==> src/rtl/sap_controller.sv <==
// sap_controller - T-state ring sequencer for the 8-bit SAP datapath.
// It decodes state and opcode into bus-driver enables and register load/increment strobes.
module sap_controller #(
  parameter bit         EARLY_END = 1'b0,
  parameter logic [3:0] OP_LDA    = 4'h0,
  parameter logic [3:0] OP_ADD    = 4'h1,
  parameter logic [3:0] OP_SUB    = 4'h2,
  parameter logic [3:0] OP_OUT    = 4'hE,
  parameter logic [3:0] OP_HLT    = 4'hF
) (
  input  logic       clk,
  input  logic       rst_n,
  input  logic       run,
  input  logic [3:0] opcode,
  output logic       pc_en,
  output logic       pc_inc,
  output logic       mar_ld,
  output logic       mem_en,
  output logic       ir_ld,
  output logic       ir_en,
  output logic       a_ld,
  output logic       a_en,
  output logic       b_ld,
  output logic       adder_en,
  output logic       sub,
  output logic       out_ld,
  output logic       halted,
  output logic [2:0] tstate
);

  typedef enum logic [2:0] {
    S_T1   = 3'd1,
    S_T2   = 3'd2,
    S_T3   = 3'd3,
    S_T4   = 3'd4,
    S_T5   = 3'd5,
    S_T6   = 3'd6,
    S_HALT = 3'd7
  } state_e;

  state_e state_q, state_d;

  logic is_lda, is_add, is_sub, is_out, is_hlt, is_nop;
  logic pc_inc_raw, mar_ld_raw, ir_ld_raw, a_ld_raw, b_ld_raw, out_ld_raw;

  assign is_lda = (opcode == OP_LDA);
  assign is_add = (opcode == OP_ADD);
  assign is_sub = (opcode == OP_SUB);
  assign is_out = (opcode == OP_OUT);
  assign is_hlt = (opcode == OP_HLT);
  assign is_nop = !(is_lda || is_add || is_sub || is_out || is_hlt);

  always_ff @(posedge clk or negedge rst_n) begin
    if (!rst_n) begin
      state_q <= S_T1;
    end else begin
      state_q <= state_d;
    end
  end

  always_comb begin
    state_d = state_q;
    if (run && state_q != S_HALT) begin
      case (state_q)
        S_T1: state_d = S_T2;
        S_T2: state_d = S_T3;
        S_T3: state_d = S_T4;
        S_T4: begin
          if (is_hlt)                              state_d = S_HALT;
          else if (EARLY_END && (is_out || is_nop)) state_d = S_T1;
          else                                     state_d = S_T5;
        end
        S_T5: state_d = (EARLY_END && is_lda) ? S_T1 : S_T6;
        S_T6: state_d = S_T1;
        default: state_d = S_T1;
      endcase
    end
  end

  // Raw strobes are decoded first and qualified by run at the outputs.
  always_comb begin
    pc_en      = 1'b0;
    mem_en     = 1'b0;
    ir_en      = 1'b0;
    a_en       = 1'b0;
    adder_en   = 1'b0;
    sub        = 1'b0;
    pc_inc_raw = 1'b0;
    mar_ld_raw = 1'b0;
    ir_ld_raw  = 1'b0;
    a_ld_raw   = 1'b0;
    b_ld_raw   = 1'b0;
    out_ld_raw = 1'b0;
    case (state_q)
      S_T1: begin
        pc_en      = 1'b1;
        mar_ld_raw = 1'b1;
      end
      S_T2: pc_inc_raw = 1'b1;
      S_T3: begin
        mem_en    = 1'b1;
        ir_ld_raw = 1'b1;
      end
      S_T4: begin
        if (is_lda || is_add || is_sub) begin
          ir_en      = 1'b1;
          mar_ld_raw = 1'b1;
        end else if (is_out) begin
          a_en       = 1'b1;
          out_ld_raw = 1'b1;
        end
      end
      S_T5: begin
        if (is_lda) begin
          mem_en   = 1'b1;
          a_ld_raw = 1'b1;
        end else if (is_add || is_sub) begin
          mem_en   = 1'b1;
          b_ld_raw = 1'b1;
          sub      = is_sub;
        end
      end
      S_T6: begin
        if (is_add || is_sub) begin
          adder_en = 1'b1;
          a_ld_raw = 1'b1;
          sub      = is_sub;
        end
      end
      default: ;
    endcase
  end

  assign pc_inc = pc_inc_raw & run;
  assign mar_ld = mar_ld_raw & run;
  assign ir_ld  = ir_ld_raw  & run;
  assign a_ld   = a_ld_raw   & run;
  assign b_ld   = b_ld_raw   & run;
  assign out_ld = out_ld_raw & run;
  assign halted = (state_q == S_HALT);
  // HALT is entered from T4 and keeps reporting that T-state.
  assign tstate = (state_q == S_HALT) ? 3'd4 : state_q;

endmodule

==> config.mk <==
export PLATFORM = sky130hd
export DESIGN_NAME = sap_controller
export DESIGN_NICKNAME = d
export VERILOG_FILES = /design/src/rtl/sap_controller.sv
export SDC_FILE = /design/constraint.sdc
export NUM_CORES = 1
export LEC_CHECK = 0
export ABC_AREA = 0
export CORE_AREA = 2 2 39 41
export DETAILED_ROUTE_END_ITERATION = 8
export DIE_AREA = 0 0 41 43
export PLACE_DENSITY_LB_ADDON = 0.1
export SLEW_MARGIN = 20
export SYNTH_ARGS = -nofsm -noshare
export SYNTH_HDL_FRONTEND = slang
export SYNTH_SLANG_ARGS = --single-unit
export TNS_END_PERCENT = 100
==> constraint.sdc <==
create_clock -name clk -period 3.1 [get_ports clk]
set_input_delay 0.62 -clock clk [delete_from_list [all_inputs] [get_ports clk]]
set_output_delay 0.62 -clock clk [all_outputs]
set_load 0.02 [all_outputs]
[Word level (Yosys, flattened, before mapping)]
Index checks and enable logic that the tools add are counted.
Word-level totals
  register bits: 3
  bits of input ports: 7
  output and inout bits: 16
  word-level logic and storage cells: 47
Operators by class
  eq/ne operators: 12
  muxes and demuxes: 23
  bitwise logic cells: 6
  reductions and logical operators: 5
Operators by type and width (count)
  2-to-1 mux 1 bit: 16
  case mux 3 bit (5 select lines): 1
  == test 3 bit, second input constant: 4
  == test 4 bit, second input constant: 2
  case mux 1 bit (2 select lines): 4
  bitwise AND 1 bit: 6
  == test 3 x 2 -> 1 bit, second input constant: 2
  == test 4 x 1 -> 1 bit, second input constant: 1
  == test 4 x 2 -> 1 bit, second input constant: 1
  zero test 4 bit: 1
  == test 3 x 1 -> 1 bit, second input constant: 1
  logical OR 1 bit: 3
  2-to-1 mux 3 bit: 1
  != test 3 bit, second input constant: 1
  2-to-1 mux 2 bit: 1
  logical AND 1 bit: 1

[Depth between registers and ports, before layout]
Gate-level depths: netlist of the first run.
  word-level depth: 6
  gate-level depth with buffers: 4
  mapped depth without buffers: 3

[Least setup slack after synthesis of the first run]
OpenSTA, ideal clock, no wires.
  kind: in2out
  start: input port opcode[3]
  end: output port adder_en
  arrival: 1768 ps
  required time: 2480 ps
  setup slack: 712 ps
  stages on the path: 2
  buffers on the path: 0
  cell sequence: or3b_4 nor4b_1
On the way
  longest elaborated chain between the ends: 4
  elaborated cells between the ends (all ways): 5
  classes of those cells: eq/ne (2); mux (2); reduce/logical (1)
RTL lines
  start, declared: line 14  | input logic [3:0] opcode,
  == test 4 x 1 -> 1 bit or == test 4 x 2 -> 1 bit (tied branches): line 47, 48
  logical OR 1 bit (*): line 124  | if (is_add || is_sub) begin
  2-to-1 mux 1 bit (*): line 124
  2-to-1 mux 1 bit (*): line 94  | case (state_q)
  end, declared: line 24  | output logic adder_en,
Mark *: on every way between the ends. The rest lies on a longest branch, timed or not.

[Worst setup path after layout of the first run]
  start: input port opcode[3]
  end: output port sub
On the way
  longest elaborated chain between the ends: 5
  elaborated cells between the ends (all ways): 7
  classes of those cells: eq/ne (2); mux (3); reduce/logical (2)
RTL lines
  == test 4 x 1 -> 1 bit or == test 4 x 2 -> 1 bit (tied branches): line 47, 48
  logical OR 1 bit: line 117, 124
  2-to-1 mux 1 bit: line 117, 124
  2-to-1 mux 1 bit: line 114  | if (is_lda) begin
  case mux 1 bit (2 select lines) (*): line 94
  end, declared: line 25  | output logic sub,
Marked as above.

==> results of run 1 <==
-- power breakdown --
group	switching, mW	internal, mW
combinational	0.157	0.170
sequential	0.0549	0.0644
clock	0.0224	0.0484
total	0.234	0.283
-- placed cells by master, fill, tap and decap left out, types with 2 or more instances in the layout --
master and n:
nor2_1 6, nand2b_1 4, dfrtp_1 2, nor3_1 5, buf_4 4, xnor2_1 2
clkbuf_4 3, clkdlybuf4s50_1 17, dlygate4sd2_1 4, nor3b_1 2, a21oi_1 2, nand2_1 3
a21boi_0 2
-- path summary, 6_finish.rpt --
path	endpoint	slack (ps)	cells after the start
min in group clk	state_q[0]$_DFFE_PN1P_	610	2
max in group asynchronous	state_q[0]$_DFFE_PN1P_	2320	1
min	state_q[2]$_DFFE_PN0P_	560	1
max reg2reg	state_q[1]$_DFFE_PN0P_	1670	3
max	sub	70	5
min reg2reg	state_q[0]$_DFFE_PN1P_	610	2
-- cells by family after synthesis --
group           count (synthesis)  synth area share
simple gates                   29            0.4801
compound gates                  8            0.1661
flops                           3            0.2202
xor+xnor                        2           0.05055
buf+inv                         4           0.05055
mux                             1           0.03249
-- layout make-up --
type / count / share of cell area
sequential: 3 / 0.1225
multi-input combinational: 40 / 0.4056
clock buffer: 4 / 0.04217
tap: 16 / 0.03213
timing repair buffer: 26 / 0.3976
-- per-layer routing --
layer,part of all wire,wire [um]
met5,0,0
met4,0.022,21
met3,0.095,92
met2,0.45,433
met1,0.43,419
-- per-stage QoR --
step | instances | area (um^2) | setup slack (ps)
floorplan | 47 | 346.6 | 711.7
global placement | 85 | 599.3 | -106.4
detailed placement | 85 | 599.3 | -126.4
CTS | 89 | 620.6 | 57.35
global route | 89 | 623.1 | 21.57
finish | 89 | 623.1 | 72.02
-- critical path, stage by stage --
cell and delay [ps]:
clkdlybuf4s50_1 430, or3b_4 400, buf_4 150, nor3_1 180, clkdlybuf4s50_1 630
==> results.json, run 1 <==
{
  "routed_via_density": 4.573,
  "fin_util": 0.4503,
  "dr_total_vias": 407,
  "track_usage": 0.1258,
  "syn_inst": 47,
  "finClkSkew_ps": 1.268,
  "synth_cell_types": 26,
  "fin_nets": 81,
  "die_h_um": 43,
  "setup.worst_path.end_class": "output pin",
  "top_usage_layer": "met2",
  "grt_pass1_vias": 369,
  "status": "finished, final reports clean",
  "seq_area_um2": 76.32,
  "yosysSeqAreaShare": 0.2202,
  "rsz0062_at_grt": "no",
  "multi_input_area_um2": 252.7,
  "top_register": "state_q",
  "clk_root_buffer_cell": "clkbuf_4",
  "rows": 14,
  "dieArea_um2": 1763,
  "p_leak_nw": 0.2580,
  "setup_viol": 0,
  "route.detailed.drc": 0,
  "relSlewSlack": 0.7086,
  "power.density_nw_per_um2": 830.3,
  "io_buffers": 22,
  "drt-pass1-iter-count": 4,
  "overflow": 0,
  "peakVddDrop_mv": 0.4302,
  "synth_ff_type": "dfrtp_1",
  "yosysMostFrequentCell": "nor2_1",
  "final_max_slew_viol_count": 0,
  "avgSynthCellArea_um2": 7.374,
  "fin_crit_sh": 0.9768,
  "r2r_start": "state_q[1]$_DFFE_PN0P_",
  "largest_reg_flops": 3,
  "initial_core_util": 0.2505,
  "grt_first_pass_wirelength_um": 1511,
  "drt-initial-drc-count": 4,
  "cts_tree": "yes",
  "cts_buffers": 3,
  "synthTopCellsByCount": "6 x nor2_1, 5 x nor3_1, 4 x nand2b_1",
  "insertion_delay_ps": 240,
  "synthesis.yosys.warnings": 0,
  "synth-seq-cells": 3,
  "yosysTopAreaCell": "dfrtp_1",
  "async_reset_ff_frac": 1.000,
  "drt_wl_total_um": 967,
  "max_freq_mhz": 330.3,
  "use_met1": 0.1586,
  "fin_crit_ps": 3028,
  "ios": 23,
  "top_regs": "state_q x3",
  "gp_congestion": 0.6375,
  "hold_viol": 0,
  "area_growth_pct": 79.78,
  "core-area_um2": 1384,
  "place_hpwl_um": 679.9,
  "grt_max_degree": 17,
  "diodes": 0,
  "synth_edf_count": 0,
  "post_cts_resized": 4,
  "startpoint_type": "primary input",
  "ant_nets": 0,
  "die_w_um": 41,
  "grt_util_met2": 0.1875,
  "cts_buffer_depth": 2,
  "grt_util_met3": 0.02094,
  "wire_per_inst_um": 10.87,
  "drv_cap": 0,
  "power_mw": 0.5173,
  "nFillCells": 154,
  "startpoint": "opcode[3]",
  "cts_hold_buf": 0,
  "critical_path_class": "primary input to output pin",
  "layout-drive-gt1-share": 0.1644,
  "yosysTopAreaCellShare": 0.1444,
  "cts.htree.levels": 1,
  "path_clk_slew_ps": 40,
  "clkSinkCount": 3,
  "worstPathArrival_ps": 2410,
  "crit_fanout": 4,
  "syn-num-nets": 54,
  "cts_setup_buffers": 0,
  "antenna_found_initial": 0,
  "netlist_top_cells_area": "dfrtp_1 14%, dfstp_2 7.6%, nand2b_1 7.2%, nor3_1 7.2%, nor2_1 6.5%",
  "holdWs_ps": 564.1,
  "netlist_area_um2": 346.6,
  "cp.required_ps": 2480,
  "hold_path.class": "primary input to asynchronous set/reset pin",
  "timing.setup.tns_ps": 0,
  "tightest_slew_ps": 437.1
}
Note: power is estimated with default switching activity, not from simulation.
==> run 2: changes to the inputs <==
--- a/config.mk
+++ b/config.mk
@@ -9,7 +9,8 @@
 export CORE_AREA = 2 2 39 41
 export DETAILED_ROUTE_END_ITERATION = 8
 export DIE_AREA = 0 0 41 43
-export PLACE_DENSITY_LB_ADDON = 0.1
+export PLACE_DENSITY = 0.67
+export SETUP_SLACK_MARGIN = 0.2
 export SLEW_MARGIN = 20
 export SYNTH_ARGS = -nofsm -noshare
 export SYNTH_HDL_FRONTEND = slang
==> run 2 against run 1 <==
Final cell count shrank 3.4%. Maximum frequency up 7.4%. Combinational power down 9.5%. Critical endpoint is now adder_en.
==> results.json, run 2 (synthesis gave the netlist of run 1 again) <==
{
  "status": "finished, final reports clean",
  "track_usage": 0.1259,
  "dr_total_vias": 396,
  "peakVddDrop_mv": 0.4215,
  "rrSetupSlack_ps": 1690,
  "cts_buffers": 3,
  "layout-drive-gt1-share": 0.1714,
  "pwr-share-comb": 0.599,
  "routed_via_density": 4.605,
  "rsz0062_at_grt": "no",
  "fin_nets": 78,
  "cts.htree.levels": 1,
  "setup_viol": 0,
  "clkSinkCount": 3,
  "cp.required_ps": 2480,
  "grt_pass1_vias": 359,
  "final_common_cell": "clkdlybuf4s50_1",
  "largest_reg_flops": 3,
  "cts_tree": "yes",
  "rows": 14,
  "diodes": 0,
  "final_max_slew_viol_count": 0,
  "ant_nets": 0,
  "pwr-share-seq": 0.267,
  "cts_setup_buffers": 0,
  "hold_viol": 0,
  "startpoint_type": "primary input",
  "mostFrequentLayoutCells": "14 x clkdlybuf4s50_1, 6 x nor2_1, 5 x nor3_1, 4 x nand2b_1",
  "dieArea_um2": 1763,
  "core-area_um2": 1384,
  "multi_input_area_um2": 252.7,
  "finClkSkew_ps": 1.367,
  "insertion_delay_ps": 230,
  "die_w_um": 41,
  "ios": 23,
  "fin_crit_sh": 0.9095,
  "swShare": 0.4553,
  "place_area_um2": 576.8,
  "initial_core_util": 0.2505,
  "drt_wl_total_um": 894,
  "power.density_nw_per_um2": 838.0,
  "drv_cap": 0,
  "route.detailed.drc": 0,
  "relSlewSlack": 0.7137,
  "fin_crit_ps": 2819,
  "worstPathArrival_ps": 2200,
  "setup.worst_path.end_class": "output pin",
  "wirelength_met1_um": 380,
  "seq_area_um2": 76.32,
  "wl_met3_um": 71,
  "drt-initial-drc-count": 5,
  "switching_power_mw": 0.2253,
  "top_register": "state_q",
  "clockPowerShare": 0.134,
  "crit_fanout": 4,
  "path_clk_slew_ps": 40,
  "antenna_found_initial": 0,
  "hold_path.class": "primary input to asynchronous set/reset pin",
  "internal-power_mw": 0.2696,
  "wl_met2_um": 442,
  "top_layer": "met3",
  "design_area_um2": 590.6,
  "max_freq_mhz": 354.7,
  "area_growth_pct": 70.40,
  "wire_per_inst_um": 10.40,
  "p_leak_nw": 0.2597,
  "top_regs": "state_q x3",
  "io_buffers": 22,
  "critical_path_class": "primary input to output pin",
  "cts_buffer_depth": 2,
  "gp_congestion": 0.7421,
  "grt_max_degree": 17,
  "r2r_start": "state_q[1]$_DFFE_PN0P_",
  "clk_root_buffer_cell": "clkbuf_4",
  "grt_first_pass_wirelength_um": 1469,
  "overflow": 0,
  "die_h_um": 43,
  "holdWs_ps": 576.3,
  "tightest_slew_ps": 429.4,
  "nFillCells": 156,
  "startpoint": "opcode[3]",
  "drt-pass1-iter-count": 4
}
[run 2: repair_timing]
action	in CTS	in global routing
gates resized for setup	8	8
hold buffers	0	0
setup endpoints to repair	6	6
[run 2: power by group through the flow]
stage / logic (mW) / registers, mW / clock network [mW]
finish: 0.296 / 0.132 / 0.0663
detailed placement: 0.310 / 0.132 / 0
global placement: 0.309 / 0.132 / 0
CTS: 0.303 / 0.132 / 0.0705
global route: 0.320 / 0.141 / 0.0745
floorplan: 0.234 / 0.0817 / 0
[run 2: metrics by stage]
step	util	setup slack [ps]	total power [mW]	TNS (ps)	std cells
after floorplan	-	711.7	0.3159	0	47
after global placement	0.4168	-124.3	0.4413	-302.0	82
after detailed placement	0.4168	-139.6	0.4429	-347.2	82
after CTS	0.4322	135.8	0.5063	0	86
after global routing	0.4268	201.6	0.5352	0	86
final	0.4268	280.5	0.4949	0	86
[run 2: path summary, 6_finish.rpt]
path,to,cells after the start
max in group asynchronous,state_q[0]$_DFFE_PN1P_,1
setup reg to reg,state_q[1]$_DFFE_PN0P_,3
min in group clk,state_q[0]$_DFFE_PN1P_,2
hold / removal,state_q[2]$_DFFE_PN0P_,1
hold reg to reg,state_q[0]$_DFFE_PN1P_,2
setup / recovery,adder_en,5
[run 2: final cells by class]
cell class,count,share of cell area
Sequential cell,3,0.1292
Clock buffer,4,0.04449
Tap cell,16,0.03390
Timing Repair Buffer,23,0.3644
Multi-Input combinational cell,40,0.4280
[run 2: per-layer routing]
| layer | vias to the layer above | track usage |
|---|---|---|
| met2 | 14 | 0.1688 |
| met5 | - | 0 |
| met4 | 0 | 0.08000 |
| met1 | 171 | 0.1591 |
| li1 | 211 | - |
| met3 | 0 | 0.05236 |
[run 2: worst max-delay path, stage by stage]
cell	delay (ps)
clkdlybuf4s50_1	440
or3b_4	410
buf_4	150
nor4b_1	230
clkdlybuf4s15_1	340
==> run 3: changes to the inputs <==
--- a/config.mk
+++ b/config.mk
@@ -6,6 +6,7 @@
 export NUM_CORES = 1
 export LEC_CHECK = 0
 export ABC_AREA = 0
+export CAP_MARGIN = 20
 export CORE_AREA = 2 2 39 41
 export DETAILED_ROUTE_END_ITERATION = 8
 export DIE_AREA = 0 0 41 43
==> results of run 3 <==
Same layout as run 2: the final DEF is identical, and so are final timing and power.
